--- src/rtl/mem_block_mover_if.sv ---
// Word-memory bus between the block mover (master) and a single-port memory (slave).
// Reads are combinational; a write happens on the rising clock edge while mem_write is high.
interface mem_block_mover_if #(
    parameter int word_size = 8
);
    logic [word_size-1:0] mem_address;
    logic                 mem_write;
    logic [word_size-1:0] mem_wdata;
    logic [word_size-1:0] mem_rdata;

    modport master (
        output mem_address,
        output mem_write,
        output mem_wdata,
        input  mem_rdata
    );

    modport slave (
        input  mem_address,
        input  mem_write,
        input  mem_wdata,
        output mem_rdata
    );
endinterface

--- src/rtl/mem_block_mover.sv ---
// Block copy / pattern fill engine driving a single-port word memory directly.
//
// state | meaning
// IDLE  | waiting for start; memory outputs parked at zero
// READ  | source word presented on the address lines, captured into hold
// WRITE | hold written to the destination, pointers advance
// FILL  | pattern written to the destination, pointer advances
// DONE  | one-cycle completion pulse, then back to IDLE
module mem_block_mover #(
    parameter int word_size   = 8,
    parameter int memory_size = 256
) (
    input  logic                 clk,
    input  logic                 rst,
    input  logic                 start,
    input  logic                 mode,
    input  logic [word_size-1:0] src_addr,
    input  logic [word_size-1:0] dst_addr,
    input  logic [word_size-1:0] length,
    input  logic [word_size-1:0] pattern,
    mem_block_mover_if.master    mem,
    output logic                 busy,
    output logic                 done
);
    // Pointers are sized from the memory depth so increments wrap at the top of memory.
    localparam int addr_width = $clog2(memory_size);

    typedef logic [addr_width-1:0] addr_t;
    typedef logic [word_size-1:0]  word_t;

    typedef enum logic [2:0] {
        IDLE,
        READ,
        WRITE,
        FILL,
        DONE
    } state_t;

    state_t state;
    addr_t  src_ptr;
    addr_t  dst_ptr;
    word_t  remaining;
    word_t  pat;
    word_t  hold;
    addr_t  address_q;
    logic   write_q;
    logic   busy_q;
    logic   done_q;

    always_ff @(posedge clk) begin
        if (rst) begin
            state     <= IDLE;
            src_ptr   <= '0;
            dst_ptr   <= '0;
            remaining <= '0;
            pat       <= '0;
            hold      <= '0;
            address_q <= '0;
            write_q   <= 1'b0;
            busy_q    <= 1'b0;
            done_q    <= 1'b0;
        end else begin
            case (state)
                IDLE: begin
                    if (start) begin
                        src_ptr   <= src_addr;
                        dst_ptr   <= dst_addr;
                        remaining <= length;
                        pat       <= pattern;
                        if (length == '0) begin
                            state  <= DONE;
                            done_q <= 1'b1;
                        end else if (!mode) begin
                            state     <= READ;
                            busy_q    <= 1'b1;
                            address_q <= src_addr;
                        end else begin
                            state     <= FILL;
                            busy_q    <= 1'b1;
                            address_q <= dst_addr;
                            hold      <= pattern;
                            write_q   <= 1'b1;
                        end
                    end
                end

                READ: begin
                    // hold doubles as the write-data register, so it is valid in WRITE.
                    hold      <= mem.mem_rdata;
                    state     <= WRITE;
                    address_q <= dst_ptr;
                    write_q   <= 1'b1;
                end

                WRITE: begin
                    src_ptr   <= src_ptr + 1'b1;
                    dst_ptr   <= dst_ptr + 1'b1;
                    remaining <= remaining - 1'b1;
                    if (remaining == word_t'(1)) begin
                        state     <= DONE;
                        busy_q    <= 1'b0;
                        done_q    <= 1'b1;
                        write_q   <= 1'b0;
                        address_q <= '0;
                        hold      <= '0;
                    end else begin
                        state     <= READ;
                        address_q <= src_ptr + 1'b1;
                        write_q   <= 1'b0;
                        hold      <= '0;
                    end
                end

                FILL: begin
                    dst_ptr   <= dst_ptr + 1'b1;
                    remaining <= remaining - 1'b1;
                    if (remaining == word_t'(1)) begin
                        state     <= DONE;
                        busy_q    <= 1'b0;
                        done_q    <= 1'b1;
                        write_q   <= 1'b0;
                        address_q <= '0;
                        hold      <= '0;
                    end else begin
                        address_q <= dst_ptr + 1'b1;
                        hold      <= pat;
                    end
                end

                DONE: begin
                    state  <= IDLE;
                    done_q <= 1'b0;
                end

                default: begin
                    state     <= IDLE;
                    busy_q    <= 1'b0;
                    done_q    <= 1'b0;
                    write_q   <= 1'b0;
                    address_q <= '0;
                    hold      <= '0;
                end
            endcase
        end
    end

    // Gating by rst keeps the memory untouched on the edge that aborts a transfer.
    assign mem.mem_write   = write_q & ~rst;
    assign mem.mem_address = address_q;
    assign mem.mem_wdata   = hold;
    assign busy            = busy_q;
    assign done            = done_q;

endmodule

--- src/flat_wrapper.sv ---
// flat-port wrapper written by rule: the top's interface ports become plain ports
module mem_block_mover_flat 
#(
    parameter int word_size   = 8,
    parameter int memory_size = 256
)
  (clk, rst, start, mode, src_addr, dst_addr, length, pattern, busy, done, mem_mem_address, mem_mem_write, mem_mem_wdata, mem_mem_rdata);
  mem_block_mover_if #(.word_size(word_size)) mem_i ();
  input  logic clk;
  input  logic rst;
  input  logic start;
  input  logic mode;
  input  logic [word_size-1:0] src_addr;
  input  logic [word_size-1:0] dst_addr;
  input  logic [word_size-1:0] length;
  input  logic [word_size-1:0] pattern;
  output logic busy;
  output logic done;
  output wire logic [$bits(mem_i.mem_address)-1:0] mem_mem_address;
  output wire logic [$bits(mem_i.mem_write)-1:0] mem_mem_write;
  output wire logic [$bits(mem_i.mem_wdata)-1:0] mem_mem_wdata;
  input wire logic [$bits(mem_i.mem_rdata)-1:0] mem_mem_rdata;
  assign mem_mem_address = mem_i.mem_address;
  assign mem_mem_write = mem_i.mem_write;
  assign mem_mem_wdata = mem_i.mem_wdata;
  assign mem_i.mem_rdata = mem_mem_rdata;
  mem_block_mover #(.word_size(word_size), .memory_size(memory_size)) u_core (.clk(clk), .rst(rst), .start(start), .mode(mode), .src_addr(src_addr), .dst_addr(dst_addr), .length(length), .pattern(pattern), .mem(mem_i), .busy(busy), .done(done));
endmodule
--- config.mk ---
export PLATFORM = sky130hd
export DESIGN_NAME = mem_block_mover_flat
export DESIGN_NICKNAME = d
export VERILOG_FILES = /design/src/rtl/mem_block_mover_if.sv /design/src/rtl/mem_block_mover.sv /design/src/flat_wrapper.sv
export SDC_FILE = /design/constraint.sdc
export NUM_CORES = 1
export LEC_CHECK = 0
export CAP_MARGIN = 20
export CORE_MARGIN = 2
export CORE_UTILIZATION = 46
export CTS_CLUSTER_DIAMETER = 60
export DETAILED_ROUTE_END_ITERATION = 16
export PLACE_DENSITY = 0.76
export SETUP_SLACK_MARGIN = 0.05
export SYNTH_ARGS = -nofsm -noshare
export SYNTH_HDL_FRONTEND = slang
export SYNTH_SLANG_ARGS = --single-unit
export TNS_END_PERCENT = 5
--- constraint.sdc ---
create_clock -name clk -period 1.68 [get_ports clk]
set_input_delay 0.252 -clock clk [delete_from_list [all_inputs] [get_ports clk]]
set_output_delay 0.252 -clock clk [all_outputs]
set_load 0.01 [all_outputs]
# Word-level counts from Yosys, hierarchy flattened
# Cells that the tools add are included.
# totals
regBits	54
inputBits	44
word_cells	79
out_inout_bits	19
# op_classes
addsub	3
n_eq_ne	11
bitwise	5
n_reduce_logical	15
mux	35
# op_table
op	n
$mux 8	12
$pmux 8 s2	3
$pmux 8 s5	1
$pmux 8 s4	1
$add 8x1->8 const B	2
$mux 3	4
$pmux 3 s4	1
$reduce_and 4->1	3
$mux 1	9
$eq 8x1->1 const B	1
$logic_not 8->1	1
$reduce_and 2->1	4
$sub 8x1->8 const B	1
$eq 3x2->1 const B	2
$ne 2x1->1 const B	3
$ne 2x2->1 const B	3
$pmux 1 s3	2
$reduce_and 5->1	1
$not 1->1	4
$pmux 1 s4	1
$reduce_bool 2->1	2
$reduce_or 2->1	2
$eq 3x1->1 const B	1
$eq 3x3->1 const B	1
4 further kinds	4

# Logic depth before layout (Yosys ltp)
# depth
word_depth	4
depth_mapped	8

# Least setup slack after synthesis
# No wires, ideal clock.
# synth_timing
path_kind	reg-to-reg
start	register u_core.remaining[1]
end	register u_core.address_q[0], in the netlist u_core.mem.mem_address[0]
arrival_ns	1.683
setup_slack_ns	-0.063
synth_period_minus_slack_ns	1.743
stages_incl_launch_ff	9
n_path_buf	1
setup_ns	0.059
cell_sequence	dfxtp_1 inv_1 ha_1 nor3b_1 and2_1 or3_1 buf_4 o221ai_1 a22o_1
# synth_between
elab_chain_len	3
word_cells_on_any_way	4
# synth_rtl
element	line_no	text
start, declared	mem_block_mover.sv:42	word_t remaining;
start signal, assigned	mem_block_mover.sv:68	remaining <= length;
start signal, assigned	mem_block_mover.sv:98	remaining <= remaining - 1'b1;
start signal, assigned	mem_block_mover.sv:116	remaining <= remaining - 1'b1;
$eq 8x1->1 (*)	mem_block_mover.sv:99, mem_block_mover.sv:117	
$mux 8 (on tied branches)	mem_block_mover.sv:117, mem_block_mover.sv:99	
$pmux 8 s5 (*)	mem_block_mover.sv:63	case (state)
end signal, assigned	mem_block_mover.sv:76	address_q <= src_addr;
end signal, assigned	mem_block_mover.sv:108	address_q <= src_ptr + 1'b1;
end signal, assigned	mem_block_mover.sv:125	address_q <= dst_ptr + 1'b1;
end, declared	mem_block_mover.sv:45	addr_t address_q;
# Every way passes the cells marked *; elsewhere a longest branch is shown, timed or not.
# A chain may end at the register's enable or synchronous reset.

# Worst setup path in the final report
# Same ends and word-level chain as after synthesis.

==> impl_metrics.yaml <==
drt:
  wl_per_cell_um: 17.0
  vias_per_cell: 6.05
  drc: 0
  firstDrtPassIters: 5
  antenna_left: 0
  routed_wl_mm: 9.05
  initialDrtViolationCount: 342
  vias: 3223
clock_network:
  cts_root_buffer: "clkbuf_8"
  numCtsBuffers: 5
  ctsHoldBuffers: 0
  ctsHtreeMaxLevel: 2
  cts_buffer_depth: 2
  clk_latency_ns: 0.31
  clkTransAtPathRegs_ns: 0.10
  cts_sinks: 54
  cts_tree: "yes"
floorplanning:
  io_pins: 63
  dieArea_um2: 7120
  coreArea_um2: 6310
  die_h_um: 84.4
  die_w_um: 84.4
  rows: 29
  start_util_pct: 47.1
placement:
  port_buffers: 62
  dp_hpwl_mm: 6.49
  globalplace.congestion: 0.975
  place_ws_ns: -0.508
  place_area_um2: 4000
  dp_cells: 524
layout:
  final_common_cell: "clkdlybuf4s50_1"
  final_cells: 533
  final_net_count: 504
  n_antenna_cell: 0
  postLayoutCoreUtil_pct: 68.0
  final_cell_mix: "clkdlybuf4s50_1, buf_4, dfxtp_1"
  area_delta_synth_final_pct: 44.5
  final_cell_area_um2: 4300
  drive_gt1_share_pct: 25.2
  fillers: 502
global_route:
  overflow: 0
  grt_pass1_wl_mm: 14.3
  grt_start_max_net_pins: 25
  grt.total_usage_pct: 24.5
  first_global_vias: 3045
  antenna_found_initial: 0
synthesis:
  syn-num-nets: 404
  yosysSeqAreaShare_pct: 36.4
  synth_area_um2: 2970
  yosys.area.top_type: "dfxtp_1"
  synth-seq-cells: 54
  yosys-top-cells-area: "dfxtp_1, a21oi_1, nand2_1"
  synth_cells: 356
  avgSynthCellArea_um2: 8.35
  synth_top_area_share_pct: 36.4
  ys_types: 53
  ys_warn_count: 0
critical_path:
  worst_setup_path_start_kind: "flop"
  startpoint: "u_core.remaining[1]"
  end_kind: "flop"
  critPathMaxFanout: 7
  arrival_ns: 1.97
  crit_type: "flop to flop"
  r2r-start: "u_core.remaining[1]"
  cp.required_ns: 1.95
sta:
  setup_tns_ns: -0.0516
  setup_violations: 4
  fin_crit_ns: 1.70
  hold_viol: 0
  finalCritPeriodShare_pct: 101
  slew_headroom_pct: 74.4
  whs_ns: 0.457
  slew_viol_final: 0
  fmax_ghz: 0.587
  finClkSkew_ns: 0.00871
  rsz0062_at_grt: "yes"
  worstMarginPinSlew_ns: 0.381
  fin_ws_ns: -0.0244
min_path:
  min_from: "u_core.mem.mem_address[1]"
  hp-class: "flop to flop"
pwr:
  p_switching_mw: 2.03
  combPwrFrac_pct: 50.0
  worst_ir_drop_vdd_uv: 734
  power_density_nw_per_um2: 1260
  intPower_mw: 3.40
  p_sw_share_pct: 37.4
  power_mw: 5.43
  clkPwrFrac_pct: 16.4
  seqPwrFrac_pct: 33.5
  p_leak_nw: 1.64
job:
  maxCapViolations: 0
status:
  status: "finished, violations left"
  violations: "negative setup slack"
## layout make-up
cell class,count,area (µm²),share of cell area (%)
Clock buffer,6,82.6,1.92
Inverter,8,30.0,0.699
Multi-Input combinational cell,270,1910,44.5
Timing Repair Buffer,117,1060,24.6
Sequential cell,54,1090,25.3
Clock inverter,1,30.0,0.699
Tap cell,77,96.3,2.24
## kinds of logic after synthesis
group,Yosys count,share of synthesized area (%)
xor gates and xnor gates,12,3.54
DFF,54,36.4
muxes,9,3.37
AOI/OAI and AO/OA,107,26.1
and+or+nand+nor,138,23.9
buffers and inverters,32,4.97
adders and majority gates,4,1.68
## power by group through the flow
| stage | logic (mW) | clock network, mW | registers (mW) |
|---|---|---|---|
| floorplan | 1.46 | 0 | 1.82 |
| global placement | 2.42 | 0 | 1.81 |
| detailed placement | 2.46 | 0 | 1.82 |
| CTS | 2.53 | 0.901 | 1.80 |
| global route | 2.95 | 0.950 | 1.85 |
| finish | 2.72 | 0.892 | 1.82 |
## synthesized netlist by cell type (all sizes together)
| cell type | n |
|---|---|
| nand4 | 1 |
| nand2b | 14 |
| mux2i | 1 |
| a32o | 2 |
| o211a | 1 |
| or3 | 2 |
| o21ai | 13 |
| and3 | 1 |
| nor4b | 1 |
| nor2 | 37 |
| a222oi | 13 |
| a22oi | 11 |
| mux2 | 8 |
| nor3 | 13 |
| o221a | 2 |
| or2 | 1 |
| a32oi | 1 |
| or3b | 1 |
| a22o | 7 |
| buf | 11 |
| a211o | 1 |
| clkbuf | 13 |
| nor4 | 4 |
| nor3b | 4 |
| dfxtp | 54 |
| a21oi | 34 |
| a2111oi | 1 |
| o21a | 1 |
| nand3 | 8 |
| ha | 4 |
| a21boi | 2 |
| nand2 | 42 |
| o221ai | 7 |
| a31oi | 3 |
| or4b | 1 |
| a211oi | 1 |
| a221oi | 7 |
| xnor2 | 7 |
| xor2 | 5 |
| nor2b | 2 |
| and2 | 6 |
| inv | 8 |
## per-layer routing
metal	global-route usage, %	vias to the layer above	part of all wire [%]
met1	33.4	1558	42
li1	-	1509	-
met2	40.4	134	50
met3	4.13	22	5.8
met4	6.78	0	1.9
met5	0	-	0
## critical path: stages (launching register included)
cell and delay, ns:
dfxtp_2 0.34, inv_2 0.03, ha_1 0.17, nor3b_2 0.16, and2_4 0.16, or3_4 0.44
o221ai_2 0.22, a22o_1 0.15
## flip-flops by register name, summed over array words and instances, names as in the netlist, 3 cells and up
name / count
u_core.state: 3
u_core.remaining: 8
u_core.mem.mem_address: 8
u_core.pat: 8
u_core.dst_ptr: 8
u_core.mem.mem_wdata: 8
u_core.src_ptr: 8
## worst paths after layout
| path | endpoint | slack [ns] | cells after the start |
|---|---|---|---|
| worst min register to register | u_core.mem.mem_address[1] | 0.46 | 2 |
| worst max register to register | u_core.mem.mem_address[0] | -0.02 | 7 |
| worst max-delay path | u_core.mem.mem_address[0] | -0.02 | 7 |
| worst min-delay path | u_core.mem.mem_address[1] | 0.46 | 2 |
## timing repair
action                     CTS  global route
setup endpoints to repair   36            38
hold endpoints to repair     0             0
cloned                       0             0
gates resized for setup     18            23
pin swaps                   11            17
buffers inserted             0             2
Power figures use the tool's default switching activity.
==> edit 1: new RTL, config.mk and constraints unchanged <==
Add an input register stage for `start`, `mode`, `src_addr`, `dst_addr`, `length` and `pattern`, with the module's reset; this delays them by one clock. The other inputs are not delayed to match.
--- a/src/rtl/mem_block_mover.sv
+++ b/src/rtl/mem_block_mover.sv
@@ -36,6 +36,31 @@
         DONE
     } state_t;
 
+    logic start_q;
+    logic mode_q;
+    logic [word_size-1:0] src_addr_q;
+    logic [word_size-1:0] dst_addr_q;
+    logic [word_size-1:0] length_q;
+    logic [word_size-1:0] pattern_q;
+
+    always_ff @(posedge clk) begin
+        if (rst) begin
+            start_q    <= '0;
+            mode_q     <= '0;
+            src_addr_q <= '0;
+            dst_addr_q <= '0;
+            length_q   <= '0;
+            pattern_q  <= '0;
+        end else begin
+            start_q    <= start;
+            mode_q     <= mode;
+            src_addr_q <= src_addr;
+            dst_addr_q <= dst_addr;
+            length_q   <= length;
+            pattern_q  <= pattern;
+        end
+    end
+
     state_t state;
     addr_t  src_ptr;
     addr_t  dst_ptr;
@@ -62,23 +87,23 @@
         end else begin
             case (state)
                 IDLE: begin
-                    if (start) begin
-                        src_ptr   <= src_addr;
-                        dst_ptr   <= dst_addr;
-                        remaining <= length;
-                        pat       <= pattern;
-                        if (length == '0) begin
+                    if (start_q) begin
+                        src_ptr   <= src_addr_q;
+                        dst_ptr   <= dst_addr_q;
+                        remaining <= length_q;
+                        pat       <= pattern_q;
+                        if (length_q == '0) begin
                             state  <= DONE;
                             done_q <= 1'b1;
-                        end else if (!mode) begin
+                        end else if (!mode_q) begin
                             state     <= READ;
                             busy_q    <= 1'b1;
-                            address_q <= src_addr;
+                            address_q <= src_addr_q;
                         end else begin
                             state     <= FILL;
                             busy_q    <= 1'b1;
-                            address_q <= dst_addr;
-                            hold      <= pattern;
+                            address_q <= dst_addr_q;
+                            hold      <= pattern_q;
                             write_q   <= 1'b1;
                         end
                     end
Formal check against the unedited RTL: not equivalent (Yosys sat finds a counterexample within 4 cycles, from zero or initial values and one cycle with rst high).
==> edit 1 against the unedited design <==
The flow still finishes with violations (setup timing). First-iteration DRC count is 21% lower. Power is 5.7% lower. Sequential cell count is 34 higher. Hold slack worse by 220 ps. Global-route usage is 1.8 points lower. Setup slack worse by 43 ps. Sequential power is 31% higher. Cell count is 21% higher. Synthesized area is 33% higher. Design area is 24% higher. Sequential share of layout area is 7.9 points higher. Synthesized cell count is 22% higher. Routed wire length is 14% higher. Largest cell class unchanged. Largest power group is now sequential cells.
==> edit 1: results (changes against the unedited design) <==
status - finished, violations left
failing checks - setup timing
CTS HTree Levels - 3 (+1)
layout cell share with drive strength beyond 1 - 22.00% (-3.2 points)
DP Worst Slack - -99.33 ps (+409.2 ps)
Synth area leaders - dfxtp_1, nor2b_1, a21oi_1
VDD IR-drop max - 0.5111 mV (-30%)
met2 WL post-DR - 4.701 mm (+3.8%)
DR vias/cell - 5.686 (-6.0%)
Iter 0 DRT Violations - 271 (-21%)
met1 WL - 4.702 mm (+23%)
pin count of the biggest net entering global routing - 42 (+68%)
HP Start - rst
post-synthesis sequential area ratio - 44.67% (+8.3 points)
hold path endpoint - u_core.done$_SDFFE_PP0P_
metal3 WL - 684 µm (+30%)
gr usage total - 22.69% (-1.8 points)
Max Clock Skew - 6.830 ps (-1.878 ps)
vias in the first global route - 3,313 (+8.8%)
internal cell power - 0.003572 W (+5.2%)
Post-Syn Nets - 483 (+20%)
worst hold path class - input pin to flip-flop
crit path max fanout - 5 (-2)
sequential cell fraction of total power - 46.6% (+13 points)
worst setup margin - -67.86 ps (-43.46 ps)
final-stage net count - 584 (+16%)
hpwl dp - 7.633 mm (+18%)
WHS - 236.1 ps (-221.0 ps)
Setup violations, final - 9 (+5)
top post-synthesis cells by count - dfxtp_1, nand2_1, nor2_1
drt pass-1 iters - 6 (+1)
==> edit 1: layout make-up <==
class | count | area (µm²)
Clock buffer | 9 | 123.9
Fill cell | 666 | 2944
Inverter | 7 | 26.28
Clock inverter | 7 | 77.57
Multi-Input combinational cell | 315 | 2156
Sequential cell | 88 | 1767
Tap cell | 105 | 131.4
Timing Repair Buffer | 115 | 1032
==> edit 1: timing repair <==
action                                  4_1_cts  5_1_grt
pin swaps                                    11       11
endpoints found under the setup margin       37       33
gates cloned                                  1        0
gates resized for setup                      14       14
endpoints found under the hold margin         0        0
==> edit 1: worst max-delay path, cell delays in order (launching register included) <==
cell,delay (ps)
dfxtp_1,320
or4_4,590
o211a_4,320
a21oi_4,240
nand2_1,100
a21oi_2,120
==> edit 1: metrics by stage <==
step	setup TNS (ps)	std cells	util (%)
floorplan	0	435	-
global placement	-712.1	629	60.45
detailed placement	-1153	629	60.45
CTS	-188.7	646	63.73
global route	-1426	646	64.35
finish	-419.4	646	64.35
==> edit 1: routing by layer <==
metal / up-vias / track usage [%]
li1: 1772 / -
met1: 1733 / 32.48
met2: 149 / 34.26
met3: 19 / 3.724
met4: 0 / 8.685
met5: - / 0
==> edit 1: cell families (layout without fill, tap and decap cells) <==
kind of cell,Yosys count,after routing,synth area share [%]
buf+inv,33,138,3.807
xor+xnor,12,12,2.665
compound gates,112,113,20.84
flops,88,88,44.67
simple gates,177,177,24.37
mux,9,9,2.379
fa+ha+maj,4,4,1.269
==> edit 1: power by group through the flow <==
stage	combinational, W	clock [W]	sequential, W
after floorplan	0.000662	0	0.00241
after global placement	0.00115	0	0.00241
after detailed placement	0.00117	0	0.00242
after CTS	0.00122	0.00150	0.00238
after global routing	0.00136	0.00159	0.00240
final	0.00126	0.00148	0.00238
==> edit 2: new RTL, same settings <==
Made on the original files. Put one more register stage on the output `done`, without a reset. The value now appears one clock later. The other outputs are not delayed to match.
--- a/src/rtl/mem_block_mover.sv
+++ b/src/rtl/mem_block_mover.sv
@@ -149,7 +149,9 @@
     assign mem.mem_address = address_q;
     assign mem.mem_wdata   = hold;
     assign busy            = busy_q;
-    assign done            = done_q;
+    always_ff @(posedge clk) begin
+        done <= done_q;
+    end
 
 endmodule
 
Check against the original RTL: not equivalent (a bounded check fails within 4 cycles, from zero or initial values and one cycle with rst high).
==> edit 2 against the unedited design <==
The run still ends with setup timing left. Combinational power shrank 38%. Die area shrank 1.2%. Setup slack worse by 290 ps. Synthesized area fell by 1.3%. Via count decreased by 1.6%. Critical path type unchanged. Clock skew grew 5.6 ps. Sequential cell count up 1. Global-route usage is 0.74 points higher. Largest cell class unchanged. Highest routed layer unchanged. Power fell by 24%. Design area fell by 1.8%. Routed wire length down 4.1%.
==> edit 2: results (changes against the unedited design) <==
Placed Cells - 530 (+1.1%)
met2 WL post-DR - 4.133 mm (-8.8%)
Switch Pwr - 0.001446 W (-29%)
Synth area leaders - dfxtp_1, nand2_1, a222oi_1
Setup violations, final - 19 (+15)
worst setup margin - -316.1 ps (-291.7 ps)
DR vias/cell - 5.885 (-2.7%)
Avg Cell Area, Syn - 8.288 µm² (-0.71%)
WHS - 359.1 ps (-98.04 ps)
setup TNS - -3715 ps (-3663 ps)
first-pass GRT wire length - 14.56 mm (+1.5%)
status - finished, violations left
gr usage total - 25.26% (+0.74 points)
slew at the pin closest to its max-slew limit - 586.7 ps (+205.5 ps)
sequential cell fraction of total power - 39.7% (+6.2 points)
hpwl dp - 6.440 mm (-0.79%)
met1 Use GR - 33.93% (+0.54 points)
CP arrival - 2180 ps (+210 ps)
CP peak stage delay - 480 ps (+40 ps)
CP endpoint - u_core.mem.mem_address[2]$_SDFFE_PP0P_
final-stage net count - 509 (+0.99%)
hold path endpoint - u_core.done$_DFF_P_
layout cell share with drive strength beyond 1 - 24.68% (-0.54 points)
Worst-Skew Late Latency - 330 ps (+20 ps)
Synth Area in XOR/XNOR - 3.582% (+0.045 points)
P_leak - 1.642 nW (+0.33%)
post-synthesis sequential area ratio - 37.53% (+1.1 points)
failing checks - setup timing
top post-synthesis cells by count - dfxtp_1, nand2_1, nor2_1
drt pass-1 iters - 7 (+2)
Post-Syn Nets - 402 (-0.50%)
CTS-repair resized insts - 7 (-11)
Total Routed Length - 8.683 mm (-4.1%)
vias in the first global route - 3,111 (+2.2%)
## edit 2: cell types whose count changed after synthesis, moves of 4 or more
| cell | change |
|---|---|
| and2_1 | -5 |
| a211oi_1 | +6 |
| o221ai_1 | -4 |
| nand2_1 | +12 |
| a22oi_1 | -10 |
| nand2b_1 | -10 |
| buf_2 | +6 |
| a22o_1 | -5 |
| o22ai_1 | +4 |
## edit 2: cells by family (layout without fill, tap and decap cells)
family	count (synthesis)	count (layout)
and+or+nand+nor	133	134
AOI/OAI and AO/OA	108	108
DFF	55	55
buffers and inverters	33	140
xor gates and xnor gates	12	12
muxes	9	9
adders and majority gates	4	4
## edit 2: layout make-up
type                    instances  area, µm²  area share [%]
clock inverters                 3      23.77          0.5635
inverters                       7      26.28          0.6228
repair buffers                125       1112           26.36
clock buffers                   5      68.82           1.631
flip-flops and latches         55       1105           26.19
multi-input cells             267       1787           42.35
well taps                      77      96.34           2.284
